==> src/rtl/isp_pad_pkg.sv <==
// Shared types and default geometry for the frame border padder.
package isp_pad_pkg;

  typedef enum logic [2:0] {TOP, LEFT, BODY, RIGHT, BOTTOM} pad_state_t;

  localparam int WIDTH_DEFAULT  = 320;
  localparam int HEIGHT_DEFAULT = 240;
  localparam int PAD_W          = WIDTH_DEFAULT + 2;
  localparam int PAD_H          = HEIGHT_DEFAULT + 2;
  localparam int COL_BITS       = $clog2(PAD_W);
  localparam int ROW_BITS       = $clog2(PAD_H);

endpackage

==> src/rtl/pad_pos_counter.sv <==
// Column/row position of the next padded beat; advances once per output load.
module pad_pos_counter
  import isp_pad_pkg::*;
#(
  parameter int WIDTH  = WIDTH_DEFAULT,
  parameter int HEIGHT = HEIGHT_DEFAULT
) (
  input  logic                          clk,
  input  logic                          rst,
  input  logic                          advance,
  output logic [$clog2(WIDTH+2)-1:0]    col,
  output logic [$clog2(HEIGHT+2)-1:0]   row,
  output logic                          last_col,
  output logic                          last_row,
  output logic                          sof
);

  localparam int CB = $clog2(WIDTH + 2);
  localparam int RB = $clog2(HEIGHT + 2);
  localparam logic [CB-1:0] COL_MAX = CB'(WIDTH + 1);
  localparam logic [RB-1:0] ROW_MAX = RB'(HEIGHT + 1);

  logic [CB-1:0] col_q, col_d;
  logic [RB-1:0] row_q, row_d;

  assign col      = col_q;
  assign row      = row_q;
  assign last_col = (col_q == COL_MAX);
  assign last_row = (row_q == ROW_MAX);
  assign sof      = (col_q == '0) && (row_q == '0);

  always_comb begin
    col_d = col_q;
    row_d = row_q;
    if (advance) begin
      if (last_col) begin
        col_d = '0;
        row_d = last_row ? '0 : row_q + 1'b1;
      end else begin
        col_d = col_q + 1'b1;
      end
    end
  end

  always_ff @(posedge clk or posedge rst) begin
    if (rst) begin
      col_q <= '0;
      row_q <= '0;
    end else begin
      col_q <= col_d;
      row_q <= row_d;
    end
  end

endmodule

==> src/rtl/frame_padder.sv <==
// Wraps a WIDTH x HEIGHT pixel stream in a one-pixel border.
// Define PADDER_EDGE_REPLICATE_EN to replicate edge pixels into the left/right border.
module frame_padder
  import isp_pad_pkg::*;
#(
  parameter int            WIDTH     = WIDTH_DEFAULT,
  parameter int            HEIGHT    = HEIGHT_DEFAULT,
  parameter int            DW        = 32,
  parameter logic [DW-1:0] PAD_VALUE = '0
) (
  input  logic          d5m_clk,
  input  logic          reset,
  input  logic [DW-1:0] iData,
  input  logic          iValid,
  output logic          iReady,
  output logic [DW-1:0] oData,
  output logic          oValid,
  input  logic          oReady,
  output logic          oSof,
  output logic          oEol,
  output logic          frame_done
);

  localparam int CB = $clog2(WIDTH + 2);
  localparam int RB = $clog2(HEIGHT + 2);
  localparam logic [CB-1:0] BODY_LAST_COL = CB'(WIDTH);
  localparam logic [RB-1:0] BODY_LAST_ROW = RB'(HEIGHT);

  pad_state_t    state_q, state_d;
  logic          ovalid_q, ovalid_d;
  logic [DW-1:0] odata_q, odata_d;
  logic          osof_q, osof_d;
  logic          oeol_q, oeol_d;
  logic          olast_q, olast_d;
  logic          done_q, done_d;

  logic          load_en, load, in_ready;
  logic [DW-1:0] beat_data;
  logic [CB-1:0] col;
  logic [RB-1:0] row;
  logic          last_col, last_row, sof;

`ifdef PADDER_EDGE_REPLICATE_EN
  logic [DW-1:0] hold_q, hold_d;
`endif

  pad_pos_counter #(
    .WIDTH  (WIDTH),
    .HEIGHT (HEIGHT)
  ) u_pos (
    .clk      (d5m_clk),
    .rst      (reset),
    .advance  (load),
    .col      (col),
    .row      (row),
    .last_col (last_col),
    .last_row (last_row),
    .sof      (sof)
  );

  assign iReady     = in_ready;
  assign oData      = odata_q;
  assign oValid     = ovalid_q;
  assign oSof       = osof_q;
  assign oEol       = oeol_q;
  assign frame_done = done_q;

  always_comb begin
    load_en   = !ovalid_q || oReady;
    load      = 1'b0;
    in_ready  = 1'b0;
    beat_data = PAD_VALUE;
    state_d   = state_q;
    case (state_q)
      TOP: begin
        load = load_en;
        if (load && last_col) state_d = LEFT;
      end
      LEFT: begin
`ifdef PADDER_EDGE_REPLICATE_EN
        // Peek at the first pixel of the row; it stays upstream until BODY takes it.
        load      = load_en && iValid;
        beat_data = iData;
`else
        load      = load_en;
`endif
        if (load) state_d = BODY;
      end
      BODY: begin
        in_ready  = load_en;
        load      = iValid && load_en;
        beat_data = iData;
        if (load && (col == BODY_LAST_COL)) state_d = RIGHT;
      end
      RIGHT: begin
        load = load_en;
`ifdef PADDER_EDGE_REPLICATE_EN
        beat_data = hold_q;
`endif
        if (load) state_d = (row == BODY_LAST_ROW) ? BOTTOM : LEFT;
      end
      BOTTOM: begin
        load = load_en;
        if (load && last_col) state_d = TOP;
      end
      default: state_d = TOP;
    endcase
  end

  always_comb begin
    ovalid_d = ovalid_q;
    odata_d  = odata_q;
    osof_d   = osof_q;
    oeol_d   = oeol_q;
    olast_d  = olast_q;
    if (load) begin
      ovalid_d = 1'b1;
      odata_d  = beat_data;
      osof_d   = sof;
      oeol_d   = last_col;
      olast_d  = last_col && last_row;
    end else if (oReady) begin
      ovalid_d = 1'b0;
    end
    // Pulse once the final bottom-right beat leaves the output register.
    done_d = ovalid_q && oReady && olast_q;
  end

  always_ff @(posedge d5m_clk or posedge reset) begin
    if (reset) begin
      state_q  <= TOP;
      ovalid_q <= 1'b0;
      odata_q  <= '0;
      osof_q   <= 1'b0;
      oeol_q   <= 1'b0;
      olast_q  <= 1'b0;
      done_q   <= 1'b0;
    end else begin
      state_q  <= state_d;
      ovalid_q <= ovalid_d;
      odata_q  <= odata_d;
      osof_q   <= osof_d;
      oeol_q   <= oeol_d;
      olast_q  <= olast_d;
      done_q   <= done_d;
    end
  end

`ifdef PADDER_EDGE_REPLICATE_EN
  assign hold_d = (state_q == BODY && load) ? iData : hold_q;

  always_ff @(posedge d5m_clk or posedge reset) begin
    if (reset) hold_q <= '0;
    else       hold_q <= hold_d;
  end
`endif

endmodule

==> config.mk <==
export PLATFORM = sky130hd
export DESIGN_NAME = frame_padder
export DESIGN_NICKNAME = d
export VERILOG_FILES = /design/src/rtl/isp_pad_pkg.sv /design/src/rtl/pad_pos_counter.sv /design/src/rtl/frame_padder.sv
export SDC_FILE = /design/constraint.sdc
export NUM_CORES = 1
export LEC_CHECK = 0
export BUFFER_PORTS_ARGS = -buffer_cell sky130_fd_sc_hd__clkbuf_2
export CORE_UTILIZATION = 52
export DETAILED_ROUTE_END_ITERATION = 8
export PLACE_DENSITY = 0.81
export SLEW_MARGIN = 25
export SYNTH_ARGS = -nofsm -noshare
export SYNTH_HDL_FRONTEND = slang
export SYNTH_SLANG_ARGS = --single-unit
==> constraint.sdc <==
create_clock -name d5m_clk -period 2.25 [get_ports d5m_clk]
set_input_delay 0.1125 -clock d5m_clk [delete_from_list [all_inputs] [get_ports d5m_clk]]
set_output_delay 0.1125 -clock d5m_clk [all_outputs]
set_load 0.05 [all_outputs]
## Word level (Yosys, flattened, before mapping)

Cells that the tools add are included.

| word-level totals | value |
|---|---|
| bits in registers | 57 |
| bits in latches | 0 |
| memory bits (writable) | 0 |
| ROM bits | 0 |
| input bits | 36 |
| output and inout port bits | 37 |
| memories kept | 0 |

| operators by class | value |
|---|---|
| add/sub/neg operators | 2 |
| multiply operators | 0 |
| div/mod/pow operators | 0 |
| magnitude comparators | 0 |
| equality and inequality tests | 13 |
| shift operators | 0 |
| muxes and demuxes | 14 |
| bitwise operators | 0 |
| reductions and logical operators | 16 |

Operator list:

| cell | number |
|---|---|
| $mux 32 | 1 |
| $eq 9x9->1 const B | 2 |
| $mux 3 | 6 |
| $eq 8x8->1 const B | 2 |
| $pmux 3 s5 | 1 |
| $ne 2x2->1 const B | 5 |
| $add 9x1->9 const B | 1 |
| $logic_not 9->1 | 1 |
| $mux 9 | 1 |
| $add 8x1->8 const B | 1 |
| $logic_not 8->1 | 1 |
| $mux 8 | 1 |
| $logic_and 1x1->1 | 7 |
| $eq 3x2->1 const B | 2 |
| $reduce_and 5->1 | 1 |
| $reduce_or 4->1 | 1 |
| $eq 3x1->1 const B | 1 |
| $eq 3x3->1 const B | 1 |
| $logic_not 3->1 | 1 |
| $mux 1 | 3 |
| $pmux 1 s2 | 1 |
| $reduce_and 2->1 | 1 |
| $reduce_bool 2->1 | 1 |
| $logic_not 1->1 | 1 |
| $logic_or 1x1->1 | 1 |

## Logic depth before layout (Yosys ltp)

Gate-level depths: netlist of run 1.

| depth | value |
|---|---|
| depth in word-level cells | 6 |
| mapped depth | 7 |

## Hierarchy

A second synthesis of run 1 with hierarchy kept.

| unflattened totals | value |
|---|---|
| cells, all modules | 287 |
| area, all modules | 2,687.6 um^2 |

By module, submodules not included:

| module | times used | cells an instance | area each (um^2) |
|---|---|---|---|
| frame_padder | 1 | 182 | 1,699.1 |
| pad_pos_counter | 1 | 105 | 988.4 |

## Least setup slack after synthesis of run 1

No wires, ideal clock.

| timing path | value |
|---|---|
| kind | reg-to-reg |
| start | register ovalid_q, in the netlist oValid |
| end | register u_pos.row_q[5], in the netlist u_pos.row[5] |
| library setup time | 0.122 ns |
| arrival | 1.582 ns |
| required time | 2.128 ns |
| setup slack | 0.547 ns |
| cell stages (with the launch flop) | 7 |
| clock period less this slack | 1.703 ns |
| cell sequence | dfrtp_1 nand2b_1 buf_2 o21ai_2 clkbuf_8 a211o_1 a32o_1 |

| on the way | value |
|---|---|
| cells in the longest elaborated chain, start to end | 5 |

Ends and longest elaborated chain:

| element | RTL line | source |
|---|---|---|
| start, declared | frame_padder.sv:30 | `logic ovalid_q, ovalid_d;` |
| start signal, assigned | frame_padder.sv:140 | `ovalid_q <= ovalid_d;` |
| $logic_not 1->1 (*) | frame_padder.sv:69 | `load_en = !ovalid_q \|\| oReady;` |
| $logic_or 1x1->1 (*) | frame_padder.sv:69 |  |
| $logic_and 1x1->1 | frame_padder.sv:91 | `load = iValid && load_en;` |
| $pmux 1 s2 (*) | frame_padder.sv:74 | `case (state_q)` |
| $reduce_and 2->1 (no line) (*) | -- |  |
| end signal, assigned | pad_pos_counter.sv:51 | `row_q <= row_d;` |
| end, declared | pad_pos_counter.sv:24 | `logic [RB-1:0] row_q, row_d;` |

Every way passes the cells marked *; elsewhere a longest branch is shown, timed or not.
A chain may end at the register's enable or synchronous reset.

## Final worst setup path of run 1

| timing path | value |
|---|---|
| start | register u_pos.col_q[1], in the netlist u_pos.col[1] |
| end | register u_pos.row_q[2], in the netlist u_pos.row[2] |

| on the way | value |
|---|---|
| cells in the longest elaborated chain, start to end | 2 |

Ends and longest elaborated chain:

| element | RTL line | source |
|---|---|---|
| start, declared | pad_pos_counter.sv:23 | `logic [CB-1:0] col_q, col_d;` |
| start signal, assigned | pad_pos_counter.sv:50 | `col_q <= col_d;` |
| $eq 9x9->1 | pad_pos_counter.sv:28 | `assign last_col = (col_q == COL_MAX);` |
| $reduce_and 2->1 (no line) | -- |  |

No other way between the ends.

==> results.yml, run 1 <==
clock_network:
  clkTransAtPathRegs_ns: 0.08
  cts_tree: "done"
  clock-sinks: 57
  clock_insertion_delay_worst_skew_ns: 0.34
  cts.repair.resized: 0
  ctsHtreeMaxLevel: 3
  cts_root_buffer: "clkbuf_8"
  cts_made_buffers: 9
  post-cts-setup-buffers: 0
  clockBufferDepth: 2
setup_path:
  rr_startpoint: "u_pos.col[1]"
  cpPeakStageDelay_ns: 0.40
  worst_ep_arrival_time_ns: 2.17
  crit_fanout: 14
  path_depth: 6
  cpLargestDelayFamily: "simple AND/OR/NAND/NOR gates"
  slowest_stage: "dfrtp_1"
  end_kind: "register"
  r2r_cells: 6
  critPathRequiredTime_ns: 2.46
  crit_start: "u_pos.col[1]"
  cp_num_buf_inv: 1
  cp-start-kind: "register"
  worstSetupPathType: "register to register"
  crit_chain: "inv_1 > ha_1 > nor4b_4 > nand4_2 > nor3_1 > mux2_2"
route:
  wl_microns: 6230
  wl_per_cell_microns: 14.0
  wl_met3_microns: 228
  drc: 0
  vias: 2313
  top_layer: "met4"
  routed-wl-met2_microns: 3110
  drt-met1-wl_microns: 2690
  viasPerCell: 5.20
  antenna_left: 0
  dr.first_iter.drc_count: 152
  drt_pre_antenna_iters: 4
final_layout:
  drive_above_1_share_pct: 27.8
  n_fill_cell: 365
  seq_area_sq_um: 1430
  fin_nets: 415
  mostFrequentLayoutCell: "nand2_1"
  area_growth_pct: 29.3
  final_core_util_pct: 71.7
  multi_input_area_sq_um: 1140
  n_antenna_cell: 0
  final_cell_mix: "81 x nand2_1, 72 x clkbuf_2, 57 x dfrtp_1"
timing:
  setup_viol: 0
  drv_slew: 0
  rsz0062_at_grt: "no"
  worst_pin_slew_ns: 0.703
  finalCritPeriodShare_pct: 87.0
  tns_ns: 0
  max_freq_mhz: 511
  worst_clock_skew_ns: 0.0128
  finalCriticalPeriod_ns: 1.96
  final_hold_viol_count: 0
  relSlewSlack_pct: 53.0
synth:
  synth.avg_cell_area_sq_um: 9.40
  synthFlopType: "dfrtp_1"
  synthCells: 284
  synth.area.top_cells: "dfrtp_1 53%, nand2_1 11%, o21ai_0 7.5%, ha_1 2.8%, xor2_1 2.3%"
  synth_edf_count: 0
  ys_seq_elements: 57
  ys_async_sr_fraction_pct: 100
  yosysTopAreaCell: "dfrtp_1"
  synthDistinctLibCells: 45
  synth_top_area_share_pct: 53.4
  yosysWarnings: 0
  synthesis.area_sq_um: 2670
  synth_nets: 326
  synth_seq_area_share_pct: 53.4
pwr:
  p_leak_nw: 1.69
  powerDensity_nw_per_um2: 1410
  ir_worst_vdd_mv: 0.987
placement:
  dp_hpwl_microns: 4080
  io_buffer_count: 72
  place_congestion: 0.834
job:
  maxCapViolCount: 0
floorplanning:
  die_y_microns: 73.6
  start_util_pct: 55.4
  ioPinCount: 73
  die_w_microns: 73.6
  num_rows: 25
  core-area_sq_um: 4820
  die_area_sq_um: 5420
global_route:
  grt_max_degree: 41
  grt-ovfl-total: 0
  antenna_found_initial: 0
  grt_usage_pct: 24.4
  grt_pass1_vias: 2173
  grt_pass1_wl_microns: 9740
hold_path:
  min_path_type: "input pin to register"
  min_path_cells: 3
  min_from: "iData[26]"
outcome:
  status: "finished, final reports clean"
==> layout make-up <==
class,count,area share [%]
Sequential cell,57,41.3
Multi-Input combinational cell,204,33.2
Timing Repair Buffer,92,15.9
Clock buffer,12,4.78
Tap cell,67,2.43
Clock inverter,4,1.45
Inverter,9,0.979
==> through the flow <==
step	area, sq um	std cells	power, mW	setup WS [ns]	hold WS (ns)
global placement	3090	414	3.77	0.397	0.248
CTS	3450	445	4.86	0.305	0.00199
global route	3450	445	5.12	0.121	0.0128
detailed placement	3090	414	3.82	0.303	0.253
floorplan	2670	284	3.31	0.547	0.249
finish	3450	445	4.85	0.291	0.00701
==> flip-flops by register name, summed over array words and instances, names as in the netlist <==
signal      flops
frame_done      1
u_pos.row       8
oEol            1
oData          32
olast_q         1
state_q         3
u_pos.col       9
oValid          1
oSof            1
==> cells in the mapped netlist, drive strengths merged (2+ instances only) <==
cell type / instances
nand2: 81
o21ai: 41
o31ai: 3
nand3: 6
dfrtp: 57
nor2: 13
nor4: 2
nor3: 6
buf: 7
xor2: 7
nand4: 5
ha: 6
and3: 7
a211o: 2
inv: 9
nor4b: 2
mux2i: 2
and2: 3
clkbuf: 7
==> per-layer routing <==
metal / vias up / track usage [%]
met2: 66 / 39.1
li1: 1141 / -
met1: 1086 / 29.8
met4: 0 / 15.6
met5: - / 0
met3: 20 / 5.21
==> worst paths after layout <==
check | to | slack (ns)
hold reg to reg | oData[28] | 0.48
hold / removal | oData[26] | 0.007
setup / recovery | u_pos.row[2] | 0.29
max in group asynchronous | oData[14] | 1.15
setup reg to reg | u_pos.row[2] | 0.29
min in group asynchronous | oData[25] | 0.43
==> where the power goes <==
group	internal, mW	total [mW]	switching [mW]
logic	0.533	2.19	1.66
registers	1.37	1.66	0.288
clock network	0.600	1.00	0.401
total	2.50	4.85	2.35
==> cells by family after synthesis <==
family | count (synthesis) | synth area share [%]
AO/OA/AOI/OAI | 56 | 12.8
XOR/XNOR | 8 | 2.63
adder cells (fa/ha/maj) | 6 | 2.81
buffers and inverters | 23 | 4.17
flip-flops | 57 | 53.4
multiplexers | 3 | 1.17
AND/OR/NAND/NOR | 131 | 23.0
==> tightest hold or removal path, delay by kind of cell <==
family,cells,cell delay [ns]
buffers and inverters,1,0.08
AO/OA/AOI/OAI,1,0.07
AND/OR/NAND/NOR,1,0.04
==> timing repair <==
action,4_1_cts,5_1_grt
endpoints found under the setup margin,0,0
endpoints found under the hold margin,46,0
hold buffers,15,0
Note: power is estimated with default switching activity, not from simulation.
==> run 2, diff against run 1 <==
--- a/config.mk
+++ b/config.mk
@@ -6,6 +6,7 @@
 export NUM_CORES = 1
 export LEC_CHECK = 0
 export BUFFER_PORTS_ARGS = -buffer_cell sky130_fd_sc_hd__clkbuf_2
+export CORE_ASPECT_RATIO = 0.8
 export CORE_UTILIZATION = 52
 export DETAILED_ROUTE_END_ITERATION = 8
 export PLACE_DENSITY = 0.81
==> run 2 against run 1 <==
Against the previous run:
- flip-flop and latch count unchanged
- cell count is 0.22% higher
- core utilization increased by 2.4 points
- critical path depth down 1
- power shrank 0.19%
- critical path type unchanged
- largest cell class unchanged
- largest power group unchanged
- highest routed layer unchanged
==> results.yml, run 2 (synthesis results as in run 1) <==
outcome:
  status: "finished, final reports clean"
floorplanning:
  start_util_pct: 56.0
  ioPinCount: 73
  num_rows: 22
  die_y_microns: 66.1
  die_w_microns: 82.1
  die_area_sq_um: 5420
  core-area_sq_um: 4760
route:
  drc: 0
  vias: 2354
  dr.first_iter.drc_count: 164
  wl_per_cell_microns: 14.1
  antenna_left: 0
  drt_pre_antenna_iters: 4
  wl_microns: 6290
  viasPerCell: 5.28
final_layout:
  largest_reg_flops: 32
  n_antenna_cell: 0
  area_growth_pct: 32.2
  seq_area_sq_um: 1430
  drive_above_1_share_pct: 26.9
  fin_nets: 423
  mostFrequentLayoutCell: "nand2_1"
  stdcell_area_sq_um: 3530
  n_fill_cell: 322
  final_cell_mix: "81 x nand2_1, 72 x clkbuf_2, 57 x dfrtp_1"
  multi_input_area_sq_um: 1140
clock_network:
  clock-sinks: 57
  clockBufferDepth: 2
  ctsHtreeMaxLevel: 3
  clkTransAtPathRegs_ns: 0.07
  post-cts-setup-buffers: 0
  cts_made_buffers: 9
  clock_insertion_delay_worst_skew_ns: 0.34
  cts_root_buffer: "clkbuf_8"
  cts_tree: "done"
timing:
  setup_viol: 0
  tns_ns: 0
  max_freq_mhz: 496
  final_hold_viol_count: 0
  finalCritPeriodShare_pct: 89.7
  relSlewSlack_pct: 56.6
  drv_slew: 0
  worst_pin_slew_ns: 0.649
  worst_clock_skew_ns: 0.00787
  fin_ws_ns: 0.232
  finalCriticalPeriod_ns: 2.02
  holdWs_ns: 0.00663
  rsz0062_at_grt: "no"
placement:
  place_congestion: 0.836
  io_buffer_count: 72
  pre_cts_ws_ns: 0.305
  dp_hpwl_microns: 3870
  place_area_sq_um: 3080
setup_path:
  critPathRequiredTime_ns: 2.48
  r2r_slack_ns: 0.23
  cp-start-kind: "register"
  crit_fanout: 32
  worstSetupPathType: "register to register"
  end_kind: "register"
  worst_ep_arrival_time_ns: 2.25
pwr:
  p_sw_mw: 2.36
  p_int_mw: 2.48
  clockPowerShare_pct: 20.1
  switching_share_pct: 48.7
  ir_worst_vdd_mv: 0.973
  pwr-share-comb_pct: 45.6
  p_total_mw: 4.84
  powerDensity_nw_per_um2: 1370
  p_leak_nw: 1.73
  p_seq_share_pct: 34.3
global_route:
  use_met2_pct: 42.1
  use_met3_pct: 9.93
  grt_pass1_vias: 2264
  use_met1_pct: 31.5
  grt-busiest-layer: "met2"
  grt_max_degree: 34
  grt_usage_pct: 26.2
  antenna_found_initial: 0
  grt-ovfl-total: 0
  grt_pass1_wl_microns: 10300
hold_path:
  min_path_type: "input pin to register"
job:
  maxCapViolCount: 0
-- run 2: what timing repair did --
item | 4_1_cts | 5_1_grt
gates resized for setup | 0 | 0
hold endpoints to repair | 49 | 0
hold buffers | 24 | 0
endpoints found under the setup margin | 0 | 0
-- run 2: worst max-delay path: stages, from the launching register on --
cell     delay (ns)
dfrtp_1        0.45
o21ba_2        0.28
o21ai_4        0.52
buf_4          0.40
nand2_1        0.12
o21ai_0        0.13
-- run 2: final cells by class --
class / instances / share of cell area, %
Sequential cell: 57 / 40.4
Multi-Input combinational cell: 204 / 32.4
Timing Repair Buffer: 100 / 18.2
Clock buffer: 11 / 4.29
Tap cell: 60 / 2.13
Clock inverter: 5 / 1.52
Inverter: 9 / 0.957
-- run 2: final timing paths --
kind,endpoint,cells after the start,startpoint
min in group asynchronous,oData[8],3,reset
worst min register to register,oData[0],2,oData[0]
worst max register to register,oData[28],5,state_q[0]
worst max-delay path,oData[28],5,state_q[0]
max in group asynchronous,oSof,4,reset
worst min-delay path,oData[20],3,iData[20]
-- run 2: power by group through the flow --
stage | Sequential (mW) | Clock (mW) | Combinational [mW]
after floorplan | 2.51 | 0 | 0.805
after global placement | 1.66 | 0 | 2.11
after detailed placement | 1.67 | 0 | 2.15
after CTS | 1.65 | 0.984 | 2.20
after global routing | 1.72 | 1.05 | 2.39
final | 1.66 | 0.974 | 2.21
-- run 2: per-layer routing --
| metal | vias to the layer above | share of wire (%) |
|---|---|---|
| met5 | - | 0 |
| met4 | 0 | 2.4 |
| met3 | 18 | 6.9 |
| met2 | 82 | 46 |
| met1 | 1096 | 44 |
| li1 | 1158 | - |
-- run 2: through the flow --
| stage | util [%] | instances |
|---|---|---|
| 2_1_floorplan | - | 284 |
| 3_3_place_gp | 64.7 | 406 |
| 3_5_place_dp | 64.7 | 406 |
| 4_1_cts | 74.1 | 446 |
| 5_1_grt | 74.1 | 446 |
| 6_report | 74.1 | 446 |
==> run 3, diff against run 2 <==
--- a/config.mk
+++ b/config.mk
@@ -7,9 +7,9 @@
 export LEC_CHECK = 0
 export BUFFER_PORTS_ARGS = -buffer_cell sky130_fd_sc_hd__clkbuf_2
 export CORE_ASPECT_RATIO = 0.8
-export CORE_UTILIZATION = 52
+export CORE_UTILIZATION = 40
 export DETAILED_ROUTE_END_ITERATION = 8
-export PLACE_DENSITY = 0.81
+export PLACE_DENSITY = 0.66
 export SLEW_MARGIN = 25
 export SYNTH_ARGS = -nofsm -noshare
 export SYNTH_HDL_FRONTEND = slang
==> run 3 against run 2 <==
Against the previous run:
- non-clock buffer count unchanged
- register-to-register slack about the same
- first-iteration DRC count is 29% higher
- flip-flop and latch count stayed put
- power decreased by 1.2%
- via count decreased by 2.3%
- cell count increased by 5.4%
- largest power group unchanged
==> results.yml, run 3 (synthesis results as in run 1) <==
outcome:
  status: "finished, final reports clean"
final_layout:
  area_growth_pct: 32.4
  drive_above_1_share_pct: 27.2
  mostFrequentLayoutCell: "nand2_1"
  n_antenna_cell: 0
  n_fill_cell: 565
  final_cell_mix: "81 x nand2_1, 72 x clkbuf_2, 57 x dfrtp_1"
  seq_area_sq_um: 1430
  largest_reg_flops: 32
  fin_nets: 423
  multi_input_area_sq_um: 1140
clock_network:
  cts_root_buffer: "clkbuf_8"
  clkTransAtPathRegs_ns: 0.06
  clock_insertion_delay_worst_skew_ns: 0.33
  ctsHtreeMaxLevel: 3
  cts_tree: "done"
  clock-sinks: 57
  cts_made_buffers: 9
  clockBufferDepth: 2
  cts.repair.resized: 0
floorplanning:
  die_w_microns: 93.3
  num_rows: 26
  core-area_sq_um: 6410
  die_area_sq_um: 7000
  ioPinCount: 73
  start_util_pct: 41.6
  die_y_microns: 75.1
timing:
  drv_slew: 0
  finalCritPeriodShare_pct: 89.6
  finalCriticalPeriod_ns: 2.02
  relSlewSlack_pct: 61.6
  final_hold_viol_count: 0
  rsz0062_at_grt: "no"
  setup_viol: 0
  tns_ns: 0
  worst_clock_skew_ns: 0.0111
  worst_pin_slew_ns: 0.574
  max_freq_mhz: 496
  holdWs_ns: 0.0142
pwr:
  ir_worst_vdd_mv: 0.546
  powerDensity_nw_per_um2: 1350
  p_leak_nw: 1.73
global_route:
  grt-ovfl-total: 0
  grt_usage_pct: 18.6
  grt_pass1_wl_microns: 10000
  grt_pass1_vias: 2155
  grt_max_degree: 36
  antenna_found_initial: 0
setup_path:
  r2r_cells: 6
  cp-start-kind: "register"
  critPathRequiredTime_ns: 2.48
  worst_ep_arrival_time_ns: 2.24
  worstSetupPathType: "register to register"
  crit_fanout: 14
  r2r_slack_ns: 0.23
  end_kind: "register"
route:
  dr.first_iter.drc_count: 211
  wl_per_cell_microns: 13.0
  wl_microns: 6100
  drt_pre_antenna_iters: 4
  drc: 0
  vias: 2301
  antenna_left: 0
  viasPerCell: 4.90
placement:
  io_buffer_count: 72
  place_congestion: 0.832
  dp_hpwl_microns: 4100
hold_path:
  min_path_type: "input pin to register"
  min_path_cells: 3
job:
  maxCapViolCount: 0
run 3: per-stage QoR:
stage	cells	util, %	total power [mW]	area (sq um)	setup slack, ns
finish	470	55.2	4.79	3530	0.233
floorplan	284	-	3.31	2670	0.547
global route	470	55.2	5.10	3530	0.0885
CTS	470	55.2	4.82	3530	0.245
global placement	432	48.8	3.81	3130	0.391
detailed placement	432	48.8	3.87	3130	0.264
run 3: area by class of cell:
cell class / count / share of cell area, %
flip-flops and latches: 57 / 40.4
well taps: 84 / 2.97
multi-input cells: 204 / 32.4
inverters: 9 / 0.956
repair buffers: 100 / 18.1
clock buffers: 10 / 3.61
clock inverters: 6 / 1.66
run 3: final timing paths:
path                              start      endpoint
min in group asynchronous         reset     oData[19]
setup reg to reg           u_pos.col[1]  u_pos.row[4]
hold / removal                 iData[8]      oData[8]
setup / recovery           u_pos.col[1]  u_pos.row[4]
max in group asynchronous         reset      oData[0]
hold reg to reg                oData[5]      oData[5]
run 3: timing repair:
action	CTS	global route
endpoints found under the setup margin	0	0
setup buffers	0	0
endpoints found under the hold margin	46	0
hold buffers	22	0
run 3: critical path, stage by stage (launching register included):
cell,delay [ns]
dfrtp_1,0.41
inv_1,0.09
ha_1,0.16
nor4b_4,0.23
nand4_2,0.36
or2_1,0.41
o31ai_1,0.27
run 3: report_power, final:
group	leakage [nW]	switching, mW	internal, mW	total, mW
registers	0.740	0.284	1.37	1.66
logic	0.886	1.67	0.561	2.23
clock network	0.0998	0.399	0.505	0.904
total	1.73	2.35	2.44	4.79
run 3: per-layer routing:
| metal | track usage (%) | vias to the layer above | share of wire [%] |
|---|---|---|---|
| met1 | 25.2 | 1071 | 49 |
| met3 | 5.56 | 9 | 5.6 |
| li1 | - | 1156 | - |
| met2 | 28.5 | 65 | 44 |
| met5 | 0 | - | 0 |
| met4 | 6.67 | 0 | 0.84 |
